File: src/rtl/eject_packet_buffer_if.sv
// Flit-in / flit-out handshake bundle for the local-port eject buffer.
// slave = buffer side, master = router/receiver side (testbench).
interface eject_packet_buffer_if;
  logic [63:0] in_flit;
  logic        in_valid;
  logic        in_ready;
  logic [63:0] Flit;
  logic        write;
  logic        push_ack;

  modport slave  (input  in_flit, in_valid, push_ack,
                  output in_ready, Flit, write);
  modport master (output in_flit, in_valid, push_ack,
                  input  in_ready, Flit, write);
endinterface

File: src/rtl/eject_packet_buffer.sv
// Store-and-forward eject buffer for 4-flit packets with framing check.
// Optional destination filter enabled by defining DEST_CHECK_EN.
module eject_packet_buffer #(
  parameter int DEPTH = 16,
  parameter int CNT_W = 16
) (
  input  logic                 clk,
  input  logic                 reset,
  input  logic [2:0]           X_cur,
  input  logic [2:0]           Y_cur,
  eject_packet_buffer_if.slave bus,
  output logic [CNT_W-1:0]     err_cnt,
  output logic [CNT_W-1:0]     drop_cnt,
  output logic                 pkt_pending
);
  localparam int AW = $clog2(DEPTH);
  localparam int PW = AW + 1;

  localparam logic [1:0] FT_HEAD = 2'b11;
  localparam logic [1:0] FT_BODY = 2'b10;
  localparam logic [1:0] FT_TAIL = 2'b01;

  typedef enum logic [1:0] {IDLE, B1, B2, T} state_t;

  state_t state, state_n;

  logic [63:0]   mem [DEPTH];
  logic [PW-1:0] wr_ptr, commit_ptr, rd_ptr;
  logic [PW-1:0] wr_ptr_n, commit_n, wr_addr;
  logic          discard, disc_n;
  logic          wr_en, err_inc, drop_inc;
  logic          acc, full, rd_fire, head_ok;
  logic [1:0]    ftype;

  assign ftype   = bus.in_flit[63:62];
  assign full    = (wr_ptr - rd_ptr) == PW'(DEPTH);
  assign bus.in_ready = discard || !full;
  assign acc     = bus.in_valid && bus.in_ready;
  assign bus.write    = (commit_ptr != rd_ptr);
  assign bus.Flit     = mem[rd_ptr[AW-1:0]];
  assign pkt_pending  = bus.write;
  assign rd_fire = bus.write && bus.push_ack;

`ifdef DEST_CHECK_EN
  // While discarding, in_ready ignores fullness; a re-evaluated head that
  // finds no room is treated like a misrouted one so committed data survives.
  logic head_room;
  assign head_room = (commit_ptr - rd_ptr) != PW'(DEPTH);
  assign head_ok   = head_room &&
                     ({bus.in_flit[5:3], bus.in_flit[2:0]} == {Y_cur, X_cur});
`else
  logic unused_dest;
  assign unused_dest = ^{X_cur, Y_cur};
  assign head_ok     = 1'b1;
`endif

  always_ff @(posedge clk) begin
    if (!reset) state <= IDLE;
    else        state <= state_n;
  end

  always_comb begin
    state_n = state;
    if (acc) begin
      if (ftype == FT_HEAD) state_n = B1;
      else begin
        unique case (state)
          IDLE:    state_n = IDLE;
          B1:      state_n = (ftype == FT_BODY) ? B2 : IDLE;
          B2:      state_n = (ftype == FT_BODY) ? T  : IDLE;
          default: state_n = IDLE;
        endcase
      end
    end
  end

  // Outside a packet wr_ptr == commit_ptr, so every head lands at commit_ptr:
  // that single rule covers both a fresh start and rewind-and-restart.
  always_comb begin
    wr_en    = 1'b0;
    wr_addr  = wr_ptr;
    wr_ptr_n = wr_ptr;
    commit_n = commit_ptr;
    err_inc  = 1'b0;
    drop_inc = 1'b0;
    disc_n   = discard;
    if (acc) begin
      if (ftype == FT_HEAD) begin
        err_inc  = (state != IDLE);
        wr_addr  = commit_ptr;
        wr_ptr_n = commit_ptr;
        disc_n   = !head_ok;
        if (head_ok) begin
          wr_en    = 1'b1;
          wr_ptr_n = commit_ptr + PW'(1);
        end
      end else begin
        unique case (state)
          IDLE: err_inc = 1'b1;
          B1, B2: begin
            if (ftype == FT_BODY) begin
              if (!discard) begin
                wr_en    = 1'b1;
                wr_ptr_n = wr_ptr + PW'(1);
              end
            end else begin
              err_inc  = 1'b1;
              wr_ptr_n = commit_ptr;
              disc_n   = 1'b0;
            end
          end
          default: begin
            if (ftype == FT_TAIL) begin
              disc_n = 1'b0;
              if (discard) drop_inc = 1'b1;
              else begin
                wr_en    = 1'b1;
                wr_ptr_n = wr_ptr + PW'(1);
                commit_n = wr_ptr + PW'(1);
              end
            end else begin
              err_inc  = 1'b1;
              wr_ptr_n = commit_ptr;
              disc_n   = 1'b0;
            end
          end
        endcase
      end
    end
  end

  always_ff @(posedge clk) begin
    if (!reset) begin
      wr_ptr     <= '0;
      commit_ptr <= '0;
      rd_ptr     <= '0;
      discard    <= 1'b0;
      err_cnt    <= '0;
      drop_cnt   <= '0;
    end else begin
      wr_ptr     <= wr_ptr_n;
      commit_ptr <= commit_n;
      discard    <= disc_n;
      if (rd_fire) rd_ptr <= rd_ptr + PW'(1);
      if (err_inc && (err_cnt != '1))   err_cnt  <= err_cnt + CNT_W'(1);
      if (drop_inc && (drop_cnt != '1)) drop_cnt <= drop_cnt + CNT_W'(1);
    end
  end

  always_ff @(posedge clk) begin
    if (wr_en) mem[wr_addr[AW-1:0]] <= bus.in_flit;
  end
endmodule

File: src/flat_wrapper.sv
// flat-port wrapper written by rule: the top's interface ports become plain ports
module eject_packet_buffer_flat 
#(
  parameter int DEPTH = 16,
  parameter int CNT_W = 16
)
  (clk, reset, X_cur, Y_cur, err_cnt, drop_cnt, pkt_pending, bus_in_flit, bus_in_valid, bus_push_ack, bus_in_ready, bus_Flit, bus_write);
  eject_packet_buffer_if bus_i ();
  input  logic clk;
  input  logic reset;
  input  logic [2:0] X_cur;
  input  logic [2:0] Y_cur;
  output logic [CNT_W-1:0] err_cnt;
  output logic [CNT_W-1:0] drop_cnt;
  output logic pkt_pending;
  input wire logic [$bits(bus_i.in_flit)-1:0] bus_in_flit;
  input wire logic [$bits(bus_i.in_valid)-1:0] bus_in_valid;
  input wire logic [$bits(bus_i.push_ack)-1:0] bus_push_ack;
  output wire logic [$bits(bus_i.in_ready)-1:0] bus_in_ready;
  output wire logic [$bits(bus_i.Flit)-1:0] bus_Flit;
  output wire logic [$bits(bus_i.write)-1:0] bus_write;
  assign bus_i.in_flit = bus_in_flit;
  assign bus_i.in_valid = bus_in_valid;
  assign bus_i.push_ack = bus_push_ack;
  assign bus_in_ready = bus_i.in_ready;
  assign bus_Flit = bus_i.Flit;
  assign bus_write = bus_i.write;
  eject_packet_buffer #(.DEPTH(DEPTH), .CNT_W(CNT_W)) u_core (.clk(clk), .reset(reset), .X_cur(X_cur), .Y_cur(Y_cur), .bus(bus_i), .err_cnt(err_cnt), .drop_cnt(drop_cnt), .pkt_pending(pkt_pending));
endmodule
File: config.mk
export PLATFORM = sky130hd
export DESIGN_NAME = eject_packet_buffer_flat
export DESIGN_NICKNAME = d
export VERILOG_FILES = /design/src/rtl/eject_packet_buffer_if.sv /design/src/rtl/eject_packet_buffer.sv /design/src/flat_wrapper.sv
export SDC_FILE = /design/constraint.sdc
export NUM_CORES = 1
export LEC_CHECK = 0
export ABC_AREA = 1
export BUFFER_PORTS_ARGS = -buffer_cell sky130_fd_sc_hd__buf_2
export CORE_UTILIZATION = 29
export DETAILED_ROUTE_END_ITERATION = 10
export SLEW_MARGIN = 30
export SYNTH_ARGS = -nofsm -noshare
export SYNTH_HDL_FRONTEND = slang
export SYNTH_SLANG_ARGS = --single-unit
File: constraint.sdc
create_clock -name clk -period 7.3 [get_ports clk]
set_input_delay 1.095 -clock clk [delete_from_list [all_inputs] [get_ports clk]]
set_output_delay 1.095 -clock clk [all_outputs]
set_load 0.02 [all_outputs]
### After elaboration in Yosys (flattened, before gate mapping)

Memory sizes are Yosys's and may differ from the RTL's. A register that Yosys moved wholly into a read port is not among the register bits.
Cells that the tools add are included.

| word-level totals | value |
|---|---|
| bits in registers | 50 |
| bits in writable memories | 1024 |
| logic and storage cells | 75 |
| memories kept | 1 |

| operators by class | value |
|---|---|
| equality and inequality tests | 11 |
| add/subtract/negate cells | 6 |
| reduce and logical (&&, ||, !) cells | 13 |
| mux-type cells | 34 |
| bitwise operators | 3 |

Memory list:

| memory | words | bits a word | rd ports | clocked after Yosys merged registers in | write ports | RTL line | RTL |
|---|---|---|---|---|---|---|---|
| u_core.mem | 16 | 64 | 1 | 1 | 1 | eject_packet_buffer.sv:27 | `logic [63:0] mem [DEPTH];` |

Operators by type and width:

| cell | count |
|---|---|
| adder 16 x 1 -> 16 bit, second input constant | 2 |
| inequality test 16 bit, second input constant | 2 |
| 2-to-1 mux 5 bit | 4 |
| 2-to-1 mux 1 bit | 18 |
| 2-to-1 mux 4 bit | 4 |
| adder 5 x 1 -> 5 bit, second input constant | 3 |
| one-hot mux 5 bit (2 select lines) | 1 |
| equality test 2 bit, second input constant | 3 |
| 2-to-1 mux 2 bit | 3 |
| one-hot mux 1 bit (2 select lines) | 3 |
| equality test 5 bit, second input constant | 1 |
| inequality test 5 bit | 1 |
| AND reduction 5 bit | 1 |
| subtractor 5 bit | 1 |
| equality test 2 x 1 -> 1 bit, second input constant | 2 |
| logical AND 1 bit | 4 |
| one-hot mux 2 bit (2 select lines) | 1 |
| inequality test 3 x 2 -> 1 bit, second input constant | 1 |
| inverter 1 bit | 3 |
| AND reduction 3 bit | 1 |
| OR reduction 3 bit | 1 |
| logical NOT 2 bit | 1 |
| inequality test 2 x 1 -> 1 bit, second input constant | 1 |
| AND reduction 2 bit | 1 |
| other kinds (4) | 4 |

### Longest topological paths before layout

| depth | value |
|---|---|
| depth in word-level cells | 8 |
| mapped depth | 15 |
| gate-level depth less buffers | 14 |

### Worst setup path after synthesis

Ideal clock, no wire load.

| path | value |
|---|---|
| kind | input to register |
| from | in bus_in_flit[62] |
| to | mem u_core.mem[10][0], enable pin |
| setup time | 0.486 ns |
| data arrival time | 4.637 ns |
| slack | 2.177 ns |
| path buffers | 1 |
| stages on the path | 8 |
| path through | nand2_1 -> clkbuf_1 -> o21ai_0 -> nand3_1 -> nand2_1 -> inv_1 -> nand2_1 -> nor2_1 |

| between the ends | value |
|---|---|
| word-level cells in the longest chain between the ends | 7 |
| elaborated cells on any way between the ends | 12 |
| classes of those cells | 3 x eq/ne; 9 x mux |

RTL lines:

| item | RTL line | RTL |
|---|---|---|
| start, declared | flat_wrapper.sv:16 | `input wire logic [$bits(bus_i.in_flit)-1:0] bus_in_flit;` |
| equality test 2 x 1 -> 1 bit / equality test 2 bit (equally long branches) | eject_packet_buffer.sv:113, eject_packet_buffer.sv:101 |  |
| 2-to-1 mux 1 bit, on equally long branches | eject_packet_buffer.sv:113, eject_packet_buffer.sv:101 |  |
| one-hot mux 1 bit (2 select lines) | eject_packet_buffer.sv:98 | `unique case (state)` |
| 2-to-1 mux 1 bit | eject_packet_buffer.sv:88 | `if (ftype == FT_HEAD) begin` |
| 2-to-1 mux 1 bit | eject_packet_buffer.sv:87 | `if (acc) begin` |
| 2-to-1 mux 1 bit | eject_packet_buffer.sv:151 | `if (wr_en) mem[wr_addr[AW-1:0]] <= bus.in_flit;` |
| 2-to-1 mux 1 bit (not written as such) | eject_packet_buffer.sv:151 |  |
| end, declared | eject_packet_buffer.sv:27 |  |

Parallel ways exist; a longest one is shown, timed or not.

==> qor.txt <==
Layout cells sized above 1 - 0.1224
WL/cell - 20.46 um
Slew @ Worst Pin - 0.9604 ns
Hold path startpoint - u_core.commit_ptr[4]$_SDFFE_PN0P_
Synth warn - 0
Slew Limit Fails - 0
Hold Crit Class - flip-flop to flip-flop
WP data arrival - 3.64 ns
WL final - 107600 um
Synth Instances - 3122
Placement-stage cell area - 0.04631 mm2
CTS tree - done
Post-synth ARST share - 0
Period utilization - 0.6490
Max frequency - 211.1 MHz
Crit-path max FO - 61
Seq cells post-synth - 1061
Initial Util - 0.2931
Setup Skew - 0.05892 ns
ANT nets after route - 0
Antenna violations before repair - 29
Number of remaining DRC errors - 0
Vias in the first global route - 24336
Worst-case clock buffer depth - 3
Vias post-DR - 25109
CTS resizes - 0
Worst-path clk slew - 0.06 ns
Largest net degree at the start of global routing - 164
Area Growth Syn to Fin - 15.21%
Pwr dens - 277.8 mW/mm2
CORE AREA - 0.1482 mm2
Top Ports - 173
Sequential share of the synthesized area - 0.7249
Total Neg Setup Slack - 0 ns
Fin cells - 5260
Reg-to-Reg Start - u_core.rd_ptr[3]$_SDFFE_PN0P_
Clock Root Buffer - clkbuf_16
CTS hold repair buffers - 0
Hold WS - 0.4950 ns
EDFF count, synth - 1024
Global Route Usage Sum - 0.1392
Relative slew slack - 0.3598
First-pass GRT wire length - 158300 um
Pre-antenna DRT Iters - 7
Syn Area/Cell - 13.91 um2
Post-DP HPWL - 55650 um
Final hold violation count - 0
Sink Count - 1061
Die ar. - 0.1513 mm2
GPL Wtd Cong - 0.7514
Top FF cell, synth - edfxtp_1
Maxcap violations - 0
Overall power - 13.90 mW
Leakage - 16.32 nW
Total CTS buffers - 110
Die Ht - 389.0 um
Mapped Area - 0.04344 mm2
Drt via density - 4.774
Design area - 0.05005 mm2
Worst path required time - 6.20 ns
RSZ-0062 raised after global routing - false
Grt ovf - 0
CP Class - flip-flop to output port
Status - complete, no violations
Input/output buffers - 150
Nets - 3317
DR iter-0 viols - 1835
CP endpoint kind - output port
Peak VDD IR - 0.0001919 V
Setup crit start kind - flip-flop
Die width - 389.0 um
Count of different cell masters after synthesis - 37
Final min period - 4.738 ns
H-tree depth - 3
Clock Latency Late Sink - 0.75 ns
Setup repair bufs after CTS - 0
Placement Rows - 141
Placed insts - 5048
Final setup vio count - 0
## where the power goes
part | internal (mW) | switching [mW] | total, mW
sequential | 6.73 | 0.0516 | 6.78
clock | 3.27 | 2.39 | 5.66
combinational | 0.463 | 0.995 | 1.46
## path summary, 6_finish.rpt
check                                      end  slack, ns  cells after the start
min          u_core.commit_ptr[4]$_SDFFE_PN0P_       0.50                      2
max                               bus_Flit[60]       2.56                      6
max reg2reg        u_core.mem[0][56]$_DFFE_PP_       3.65                     14
min reg2reg  u_core.commit_ptr[4]$_SDFFE_PN0P_       0.50                      2
## per-layer routing
metal | track usage | wire length, um | up-vias
li1 | - | - | 11812
met2 | 0.2276 | 50370 | 641
met3 | 0.02803 | 5873 | 182
met1 | 0.1870 | 48580 | 12456
met4 | 0.03901 | 2686 | 18
met5 | 0 | 118 | -
## cells by family (layout without fill, tap and decap cells)
group                      after synthesis  after routing  share of synthesized area
xor gates and xnor gates                18             18                   0.003629
buffers and inverters                  523            710                    0.05222
and+or+nand+nor                        380            380                    0.04021
muxes                                  256            256                    0.05899
DFF                                   1061           1061                     0.7249
other                                    1             22                 0.00008633
AOI/OAI and AO/OA                      871            871                     0.1165
adders and majority gates               12             12                   0.003456
## cell usage after synthesis (8+ instances only)
master,n,share of area
nand2_2,13,0.0019
ha_1,12,0.0035
nand2_1,170,0.015
o21ai_0,310,0.036
dfxtp_1,37,0.017
inv_1,307,0.027
clkbuf_1,85,0.0073
buf_4,49,0.0085
buf_2,71,0.0082
edfxtp_1,1024,0.71
o21ai_1,8,0.00092
o211ai_1,258,0.045
xor2_1,11,0.0022
nand4_1,22,0.0032
a21oi_2,10,0.0020
nand3_1,113,0.013
a21oi_1,283,0.033
mux2i_1,256,0.059
nor2_1,49,0.0042
## layout make-up
cell class | count | area (um2)
diodes | 6 | 15.01
fillers | 14295 | 98150
multi-input cells | 1553 | 9856
repair buffers | 193 | 1378
well taps | 1930 | 2415
flip-flops and latches | 1061 | 31510
inverters | 312 | 1184
clock inverters | 77 | 853.3
clock buffers | 128 | 2840
## cell usage in the layout, fill, tap and decap left out, types with 22 or more instances in the layout
master	instances
buf_2	150
nand2_1	170
o21ai_0	310
dfxtp_1	33
mux2i_1	256
clkinv_1	34
o211ai_1	258
a21oi_1	283
nand4_1	22
nor2_1	33
nand3_1	113
inv_1	306
clkbuf_16	110
edfxtp_1	1024
## through the flow
stage	utilization	setup slack, ns
floorplan	-	2.177
global placement	0.3117	2.682
detailed placement	0.3125	2.701
CTS	0.3374	2.276
global route	0.3376	2.342
finish	0.3377	2.562
## flip-flops by register name (all words and copies together), names as in the netlist, named ones only
register	count
u_core.err_cnt	16
u_core.wr_ptr	5
u_core.state	2
u_core.mem	1024
u_core.rd_ptr	5
u_core.commit_ptr	5
## critical path: stages (launching register included)
cell	delay (ns)
dfxtp_4	0.94
inv_4	0.55
buf_4	0.53
o211ai_1	0.20
nand3_1	0.10
nand2_1	0.31
buf_2	0.24
Power figures use the tool's default switching activity.
